<file path="src/rtl/riscv_fetch_pkg.sv">
// -----------------------------------------------------------------------------
// riscv_fetch_pkg
// Shared types and constants for the instruction fetch unit:
//   fetch_state_t    - fetch FSM states
//   fault_cause_t    - encoding presented on fault_cause
//   NOP_INSTR        - instruction register value after reset (addi x0,x0,0)
//   DEFAULT_RESET_PC - default PC loaded on reset
//   is_misaligned()  - word-alignment test on the two address LSBs
// -----------------------------------------------------------------------------
package riscv_fetch_pkg;

    typedef enum logic [1:0] {
        S_REQ   = 2'd0,
        S_WAIT  = 2'd1,
        S_HOLD  = 2'd2,
        S_FAULT = 2'd3
    } fetch_state_t;

    typedef enum logic [1:0] {
        CAUSE_NONE     = 2'b00,
        CAUSE_BUS_ERR  = 2'b01,
        CAUSE_MISALIGN = 2'b10
    } fault_cause_t;

    localparam logic [31:0] NOP_INSTR        = 32'h0000_0013;
    localparam logic [31:0] DEFAULT_RESET_PC = 32'h0000_0000;

    function automatic logic is_misaligned(input logic [1:0] addr_lsb);
        return addr_lsb != 2'b00;
    endfunction

endpackage

</file>
<file path="src/rtl/instr_fetch_unit_if.sv">
// -----------------------------------------------------------------------------
// instr_fetch_unit_if
// Instruction-memory request/response bus between the fetch unit and memory.
//   imem_req_valid  fetch -> mem  request valid
//   imem_req_ready  mem -> fetch  memory accepts the request this cycle
//   imem_addr       fetch -> mem  fetch address
//   imem_rsp_valid  mem -> fetch  response valid
//   imem_rsp_data   mem -> fetch  instruction word
//   imem_rsp_err    mem -> fetch  bus error qualifying imem_rsp_valid
// master = fetch unit side, slave = memory side.
// -----------------------------------------------------------------------------
interface instr_fetch_unit_if #(
    parameter int XLEN = 32
);
    logic            imem_req_valid;
    logic            imem_req_ready;
    logic [XLEN-1:0] imem_addr;
    logic            imem_rsp_valid;
    logic [31:0]     imem_rsp_data;
    logic            imem_rsp_err;

    modport master (
        output imem_req_valid,
        output imem_addr,
        input  imem_req_ready,
        input  imem_rsp_valid,
        input  imem_rsp_data,
        input  imem_rsp_err
    );

    modport slave (
        input  imem_req_valid,
        input  imem_addr,
        output imem_req_ready,
        output imem_rsp_valid,
        output imem_rsp_data,
        output imem_rsp_err
    );
endinterface

</file>
<file path="src/rtl/instr_fetch_unit_pc_reg.sv">
// -----------------------------------------------------------------------------
// fetch_pc_reg
// Program counter register with +4 adder, branch/jump target mux and target
// alignment check.
//   clk, reset   clock, synchronous active-high reset (pc <= RESET_PC)
//   accept       held instruction is consumed this cycle
//   pc_src       take pc_target instead of pc + 4
//   pc_target    branch/jump target
//   pc           current PC (address of the held instruction)
//   pc_plus4     pc + 4, wrapping modulo 2^XLEN
//   misaligned   pc_src is set and pc_target is not word aligned
// -----------------------------------------------------------------------------
module fetch_pc_reg
    import riscv_fetch_pkg::*;
#(
    parameter int              XLEN     = 32,
    parameter logic [XLEN-1:0] RESET_PC = XLEN'(DEFAULT_RESET_PC)
) (
    input  logic            clk,
    input  logic            reset,
    input  logic            accept,
    input  logic            pc_src,
    input  logic [XLEN-1:0] pc_target,
    output logic [XLEN-1:0] pc,
    output logic [XLEN-1:0] pc_plus4,
    output logic            misaligned
);

    assign pc_plus4   = pc + XLEN'(4);
    assign misaligned = pc_src && is_misaligned(pc_target[1:0]);

    // A misaligned target leaves pc pointing at the faulting instruction.
    always_ff @(posedge clk) begin
        // NOTE: state registers use non-blocking assignments so every flop
        // samples the pre-edge values regardless of statement order.
        if (reset) begin
            pc <= RESET_PC;
        end else if (accept && !misaligned) begin
            pc <= pc_src ? pc_target : pc_plus4;
        end
    end

endmodule

</file>
<file path="src/rtl/instr_fetch_unit.sv">
// -----------------------------------------------------------------------------
// instr_fetch_unit
// Fetch stage upstream of the main decoder. Issues one request at a time on
// the imem bus, latches the returned word, holds it for the decoder until
// accepted, then advances to pc + 4 or the supplied branch/jump target.
//   clk, reset        clock, synchronous active-high reset
//   imem              instruction memory bus (master side)
//   pc_src, pc_target next-PC select and target, sampled on accept
//   instr_valid       instr/op/pc/pc_plus4 valid for the decoder
//   instr_ready       decoder/datapath consumes the held instruction
//   instr, op         instruction register and its opcode field
//   pc, pc_plus4      address of the held instruction and its link value
//   fetch_fault       sticky fault flag (terminal until reset)
//   fault_cause       00 none, 01 bus error, 10 misaligned target
//   instr_count       accepted instructions, wraps modulo 2^CNT_W
// -----------------------------------------------------------------------------
module instr_fetch_unit
    import riscv_fetch_pkg::*;
#(
    parameter int              XLEN     = 32,
    parameter logic [XLEN-1:0] RESET_PC = XLEN'(DEFAULT_RESET_PC),
    parameter int              CNT_W    = 32
) (
    input  logic                clk,
    input  logic                reset,
    instr_fetch_unit_if.master  imem,
    input  logic                pc_src,
    input  logic [XLEN-1:0]     pc_target,
    output logic                instr_valid,
    input  logic                instr_ready,
    output logic [31:0]         instr,
    output logic [6:0]          op,
    output logic [XLEN-1:0]     pc,
    output logic [XLEN-1:0]     pc_plus4,
    output logic                fetch_fault,
    output logic [1:0]          fault_cause,
    output logic [CNT_W-1:0]    instr_count
);

    fetch_state_t state;
    fault_cause_t cause_q;
    logic         req_valid_q;
    logic         instr_valid_q;
    logic         accept;
    logic         misaligned;

    // Only a consume in S_HOLD counts; instr_ready elsewhere is ignored.
    assign accept = (state == S_HOLD) && instr_ready;

    fetch_pc_reg #(
        .XLEN     (XLEN),
        .RESET_PC (RESET_PC)
    ) u_pc_reg (
        .clk        (clk),
        .reset      (reset),
        .accept     (accept),
        .pc_src     (pc_src),
        .pc_target  (pc_target),
        .pc         (pc),
        .pc_plus4   (pc_plus4),
        .misaligned (misaligned)
    );

    assign imem.imem_req_valid = req_valid_q;
    assign imem.imem_addr      = pc;
    assign instr_valid         = instr_valid_q;
    assign op                  = instr[6:0];
    assign fault_cause         = cause_q;

    // Handshake outputs are registered alongside the state, so they are low
    // throughout reset and there is no combinational path from instr_ready
    // to imem_req_valid. After reset the request rises one cycle later.
    always_ff @(posedge clk) begin
        if (reset) begin
            state         <= S_REQ;
            req_valid_q   <= 1'b0;
            instr_valid_q <= 1'b0;
            // NOTE: the instruction register is a plain register, not a
            // memory array, so resetting it to a NOP is cheap and keeps the
            // decoder input defined from the first cycle.
            instr         <= NOP_INSTR;
            instr_count   <= '0;
            fetch_fault   <= 1'b0;
            cause_q       <= CAUSE_NONE;
        end else begin
            // NOTE: every branch either assigns or intentionally holds a flop;
            // in an always_ff a missing assignment is storage, not a latch.
            case (state)
                S_REQ: begin
                    if (req_valid_q && imem.imem_req_ready) begin
                        state       <= S_WAIT;
                        req_valid_q <= 1'b0;
                    end else begin
                        req_valid_q <= 1'b1;
                    end
                end
                S_WAIT: begin
                    if (imem.imem_rsp_valid) begin
                        if (imem.imem_rsp_err) begin
                            state       <= S_FAULT;
                            fetch_fault <= 1'b1;
                            cause_q     <= CAUSE_BUS_ERR;
                        end else begin
                            state         <= S_HOLD;
                            instr         <= imem.imem_rsp_data;
                            instr_valid_q <= 1'b1;
                        end
                    end
                end
                S_HOLD: begin
                    if (instr_ready) begin
                        instr_count   <= instr_count + CNT_W'(1);
                        instr_valid_q <= 1'b0;
                        if (misaligned) begin
                            state       <= S_FAULT;
                            fetch_fault <= 1'b1;
                            cause_q     <= CAUSE_MISALIGN;
                        end else begin
                            state       <= S_REQ;
                            req_valid_q <= 1'b1;
                        end
                    end
                end
                S_FAULT: begin
                    // Terminal until reset; instr and pc keep debug values.
                    req_valid_q   <= 1'b0;
                    instr_valid_q <= 1'b0;
                end
                default: begin
                    state <= S_FAULT;
                end
            endcase
        end
    end

endmodule

</file>
<file path="src/flat_wrapper.sv">
// flat-port wrapper written by rule: the top's interface ports become plain ports
module instr_fetch_unit_flat import riscv_fetch_pkg::*;
#(
    parameter int              XLEN     = 32,
    parameter logic [XLEN-1:0] RESET_PC = XLEN'(DEFAULT_RESET_PC),
    parameter int              CNT_W    = 32
)
  (clk, reset, pc_src, pc_target, instr_valid, instr_ready, instr, op, pc, pc_plus4, fetch_fault, fault_cause, instr_count, imem_imem_req_valid, imem_imem_addr, imem_imem_req_ready, imem_imem_rsp_valid, imem_imem_rsp_data, imem_imem_rsp_err);
  instr_fetch_unit_if #(.XLEN(XLEN)) imem_i ();
  input  logic clk;
  input  logic reset;
  input  logic pc_src;
  input  logic [XLEN-1:0] pc_target;
  output logic instr_valid;
  input  logic instr_ready;
  output logic [31:0] instr;
  output logic [6:0] op;
  output logic [XLEN-1:0] pc;
  output logic [XLEN-1:0] pc_plus4;
  output logic fetch_fault;
  output logic [1:0] fault_cause;
  output logic [CNT_W-1:0] instr_count;
  output wire logic [$bits(imem_i.imem_req_valid)-1:0] imem_imem_req_valid;
  output wire logic [$bits(imem_i.imem_addr)-1:0] imem_imem_addr;
  input wire logic [$bits(imem_i.imem_req_ready)-1:0] imem_imem_req_ready;
  input wire logic [$bits(imem_i.imem_rsp_valid)-1:0] imem_imem_rsp_valid;
  input wire logic [$bits(imem_i.imem_rsp_data)-1:0] imem_imem_rsp_data;
  input wire logic [$bits(imem_i.imem_rsp_err)-1:0] imem_imem_rsp_err;
  assign imem_imem_req_valid = imem_i.imem_req_valid;
  assign imem_imem_addr = imem_i.imem_addr;
  assign imem_i.imem_req_ready = imem_imem_req_ready;
  assign imem_i.imem_rsp_valid = imem_imem_rsp_valid;
  assign imem_i.imem_rsp_data = imem_imem_rsp_data;
  assign imem_i.imem_rsp_err = imem_imem_rsp_err;
  instr_fetch_unit #(.XLEN(XLEN), .RESET_PC(RESET_PC), .CNT_W(CNT_W)) u_core (.clk(clk), .reset(reset), .imem(imem_i), .pc_src(pc_src), .pc_target(pc_target), .instr_valid(instr_valid), .instr_ready(instr_ready), .instr(instr), .op(op), .pc(pc), .pc_plus4(pc_plus4), .fetch_fault(fetch_fault), .fault_cause(fault_cause), .instr_count(instr_count));
endmodule
</file>
<file path="config.mk">
export PLATFORM = sky130hd
export DESIGN_NAME = instr_fetch_unit_flat
export DESIGN_NICKNAME = d
export VERILOG_FILES = /design/src/rtl/riscv_fetch_pkg.sv /design/src/rtl/instr_fetch_unit_if.sv /design/src/rtl/instr_fetch_unit_pc_reg.sv /design/src/rtl/instr_fetch_unit.sv /design/src/flat_wrapper.sv
export SDC_FILE = /design/constraint.sdc
export NUM_CORES = 1
export LEC_CHECK = 0
export ABC_CLOCK_PERIOD_IN_PS = 2500
export BUFFER_PORTS_ARGS = -buffer_cell sky130_fd_sc_hd__buf_2
export CORE_UTILIZATION = 40
export DETAILED_ROUTE_END_ITERATION = 8
export HOLD_SLACK_MARGIN = 0.12
export PLACE_DENSITY = 0.74
export SYNTH_ARGS = -nofsm -noshare
export SYNTH_HDL_FRONTEND = slang
export SYNTH_SLANG_ARGS = --single-unit
</file>
<file path="constraint.sdc">
create_clock -name clk -period 2.5 [get_ports clk]
set_input_delay 0.25 -clock clk [delete_from_list [all_inputs] [get_ports clk]]
set_output_delay 0.25 -clock clk [all_outputs]
set_load 0.005 [all_outputs]
</file>
# After elaboration in Yosys (flattened, before gate mapping)
# Index checks and enable logic that the tools add are counted.
# totals
register_bits,103
output_inout_bits,172
in_bits,71
# classes
bitwise_logic,1
n_mux,25
reduce_logical,17
add_sub_neg,2
eq_ne,10
# ops
operator,n
adder 32 x 1 -> 32 bit (second input constant),1
adder 32 x 3 -> 32 bit (second input constant),1
two-way mux 32 bit,1
two-way mux 2 bit,8
!= test 2 bit (second input constant),6
two-way mux 1 bit,11
nonzero test 3 bit,3
AND reduction 4 bit,2
case mux 1 bit (3 select lines),2
case mux 2 bit (3 select lines),1
AND reduction 3 bit,2
AND reduction 5 bit,1
== test 2 bit (second input constant),2
logical AND 1 bit,4
case mux 2 bit (2 select lines),1
nonzero test 2 bit,2
== test 2 x 1 -> 1 bit (second input constant),1
logical NOT 2 bit,1
!= test 2 x 1 -> 1 bit (second input constant),1
case mux 1 bit (2 select lines),1
AND reduction 2 bit,1
logical NOT 1 bit,1
inverter 1 bit,1

# Depth between registers and ports, before layout
# logic_depth
depth_word,5
depth_mapped,9
ltp_nobuf,7

# Cells and area by module
# Synthesis repeated with hierarchy kept, for this count alone.
# unflattened
hier_cells,724
hier_area_um2,5656.7
# by_module_without_submodules
mod,seq_area_each_um2,cells_per_inst,instances,area_per_inst_um2
instr_fetch_unit,1421.4,415,1,3348.2
fetch_pc_reg,640.6,309,1,2308.5

# Worst setup path after synthesis
# OpenSTA, ideal clock, no wires.
# synth_path
path_type,flip-flop to output port
start,register u_core.u_pc_reg.pc[2]
end,output port pc_plus4[22]
setup_slack_ns,0.346
stages_incl_launch_ff,7
arrival_ns,1.904
path_buffers,1
cell_sequence,dfxtp_1 > ha_1 > nand3_2 > or4_4 > buf_6 > nor4_4 > xor2_2
# synth_between
elab_chain_cells,1
# synth_rtl
item,line_no,rtl
start: declaration,instr_fetch_unit_pc_reg.sv:24,"output logic [XLEN-1:0] pc,"
start signal: assignment,instr_fetch_unit_pc_reg.sv:39,pc <= pc_src ? pc_target : pc_plus4;
adder 32 x 3 -> 32 bit,instr_fetch_unit_pc_reg.sv:29,assign pc_plus4 = pc + XLEN'(4);
end: declaration,flat_wrapper.sv:19,output logic [XLEN-1:0] pc_plus4;
# No other way between the ends.

# Final worst setup path
# layout_path
start,register u_core.u_pc_reg.pc[8]
end,output port pc_plus4[18]
# The elaborated chain is that of the path after synthesis.

==> impl_metrics.tcl <==
set metrics [dict create \
    ir_drop_v 0.000255 \
    htreeDepth 3 \
    use_met1 0.300 \
    area_growth_pct 30.5 \
    cp_data_arrival_time_ns 2.16 \
    hp-class "in -> reg" \
    wl_per_cell_um 14.7 \
    fin_crit_sh 0.965 \
    grt_usage 0.229 \
    most-common-layout-cells "buf_2, nand2_1, dfxtp_1" \
    place_ws_ns 0.286 \
    criticalPathCategory "reg -> out" \
    total_power_mw 3.59 \
    cp_max_fo 7 \
    status "finished clean" \
    final_common_cell "buf_2" \
    cap_viol_max_count 0 \
    dp.final_hpwl_mm 11.8 \
    slowest_stage "or4_4" \
    grt_pass1_wl_mm 25.5 \
    final_area_mm2 0.00701 \
    clk_latency_ns 0.35 \
    cts-root-buf "clkbuf_16" \
    rsz0062_at_grt "no" \
    cpPeakStageDelay_ns 0.59 \
    setup_slack_ns 0.0880 \
    clkSinkCount 103 \
    synthArstFlopShare 0 \
    grt_use_met2 0.367 \
    synth_cells 685 \
    grt_pass1_vias 4847 \
    finalClockSkew_ns 0.00598 \
    reg2reg_from "u_core.state[0]" \
    totalWireLength_mm 15.9 \
    slew_violations 0 \
    grt_max_degree 40 \
    synth_area_per_cell_um2 7.84 \
    synth-edff-count 0 \
    drt-initial-drc-count 342 \
    drc 0 \
    clk_pin_slew_ns 0.07 \
    place_inst 1050 \
    met3_usage 0.0499 \
    r2r_end "u_core.instr_count[28]" \
    ff_latch_area_mm2 0.00207 \
    cp-start-kind "register" \
    vias 5475 \
    r2r_setup_slack_ns 0.35 \
    nNetsFinal 982 \
    top_usage_layer "met2" \
    die-area_mm2 0.0139 \
    crit_cells 7 \
    worst_slew_pin_slew_ns 0.555 \
    overflow 0 \
    worstPathRequired_ns 2.25 \
    io_buffers 242 \
    ant_nets 0 \
    dr.pass1.iters 5 \
    fin_tns_setup_ns 0 \
    crit_family "simple AND/OR/NAND/NOR gates" \
    drive_gt1_frac 0.341 \
    io_pins 243 \
    hold_viol 0 \
    core_mm2 0.0129 \
    cts_buffers 9 \
    synth_cell_types 48 \
    antenna_found_initial 2 \
    fillers 1270 \
    rr_worst_depth 7 \
    viasPerCell 5.06 \
    setup_viol 0 \
    critical_path.endpoint_type "primary output" \
    fp.dieW_um 118 \
    synth-main-ff-cell "dfxtp_1" \
    gp_congestion 0.863 \
    syn_nets 764 \
    num_rows 41 \
    leakage_nw 3.26 \
    clockBufferDepth 2 \
    min_delay_path_depth 3 \
    place_area_mm2 0.00656 \
    cp_cell_sequence "nand3_4, or4_4, buf_4, nor2_1, nand2_1, xnor2_1, buf_2" \
    die_h_um 118 \
    ys_seq_area_frac 0.384 \
    yosys_register_bits 103 \
    cts_tree "yes" \
    multi_input_area_mm2 0.00283 \
    crit_buf_inv 2 \
    initial_core_util 0.417 \
    maxSlewHeadroom 0.629 \
    final_cell_count_no_fill 1081 \
    startpoint "u_core.u_pc_reg.pc[8]" \
    syn_area_mm2 0.00537 \
    power_density_mw_per_mm2 512 \
    timing.fmax_mhz 415 \
    endpoint "pc_plus4[18]" \
    ys_warn_count 0 \
    fin_crit_ns 2.41 \
]
[how the worst min path moves through the flow]
| stage | from | end | slack, ns |
|---|---|---|---|
| finish | imem_imem_rsp_data[3] | u_core.instr[3] | 0.13 |
| global route | imem_imem_rsp_data[3] | u_core.instr[3] | 0.13 |
| CTS | imem_imem_rsp_data[3] | u_core.instr[3] | 0.12 |
| detailed placement | u_core.instr[25] | u_core.instr[25] | 0.44 |
| global placement | u_core.instr[26] | u_core.instr[26] | 0.44 |
| floorplan | pc_target[18] | u_core.u_pc_reg.pc[18] | 0.37 |
[sequential cells by signal, summed over array words and instances, names as in the netlist]
register / count
u_core.instr_count: 32
u_core.instr: 32
u_core.imem.imem_req_valid: 1
u_core.fault_cause: 2
u_core.instr_valid: 1
u_core.u_pc_reg.pc: 32
u_core.fetch_fault: 1
u_core.state: 2
[per-layer routing]
| metal | up-vias | routed length (um) |
|---|---|---|
| met5 | - | 0 |
| met4 | 0 | 206 |
| met3 | 13 | 1130 |
| met2 | 224 | 7340 |
| met1 | 2491 | 7270 |
| li1 | 2747 | - |
[kinds of logic after synthesis]
| family | Yosys count | synth area share |
|---|---|---|
| compound gates | 107 | 0.118 |
| xor+xnor | 57 | 0.0943 |
| fa+ha+maj | 8 | 0.0186 |
| buf+inv | 91 | 0.0939 |
| flops | 103 | 0.384 |
| mux | 2 | 0.00373 |
| simple gates | 317 | 0.288 |
[stage by stage]
stage / util / hold WS (ns)
floorplan: - / 0.366
global placement: 0.510 / 0.440
detailed placement: 0.510 / 0.444
CTS: 0.543 / 0.120
global route: 0.544 / 0.127
finish: 0.544 / 0.130
[synthesized netlist by cell type, drive strengths merged (4+ instances only)]
library cell | count | area, um2
a22oi | 4 | 30.0
a21oi | 54 | 270
nor3 | 16 | 90.1
a31oi | 9 | 56.3
o311ai | 5 | 43.8
ha | 8 | 100
a21o | 12 | 90.1
nor2 | 60 | 228
xnor2 | 39 | 342
xor2 | 18 | 165
nand3b | 5 | 37.5
or3 | 4 | 25.0
dfxtp | 103 | 2060
nand4 | 23 | 144
clkbuf | 28 | 105
buf | 49 | 347
o21ai | 13 | 65.1
inv | 14 | 52.6
and2 | 8 | 50.1
nand3 | 39 | 213
nor4 | 16 | 121
and4 | 7 | 61.3
nand2 | 123 | 462
and3 | 4 | 25.0
[layout make-up]
| class | instances | area share |
|---|---|---|
| Sequential cell | 103 | 0.295 |
| Clock buffer | 12 | 0.0366 |
| Multi-Input combinational cell | 491 | 0.404 |
| Timing Repair Buffer | 284 | 0.221 |
| Tap cell | 172 | 0.0307 |
| Antenna cell | 1 | 0.000357 |
| Inverter | 14 | 0.00750 |
| Clock inverter | 4 | 0.00428 |
[where the power goes]
part           leakage [nW]  internal [mW]  switching, mW
Combinational          2.29          0.212          0.265
Clock                 0.139          0.732          0.625
Sequential            0.835           1.71         0.0463
Total                  3.26           2.65          0.936
[worst reg2reg max path: cells and delay by family, from the launching register on]
kind / cells / cell delay [ns]
simple gates: 4 / 1.04
fa+ha+maj: 1 / 0.38
flops: 1 / 0.35
buf+inv: 1 / 0.11
xor+xnor: 1 / 0.16
[what timing repair did]
item,in CTS,in global routing
endpoints found under the setup margin,3,9
setup buffers,5,0
hold buffers,9,0
gates resized for setup,5,5
endpoints found under the hold margin,9,0
pin swaps,3,2
No activity file was read; power rests on OpenSTA's default activity.
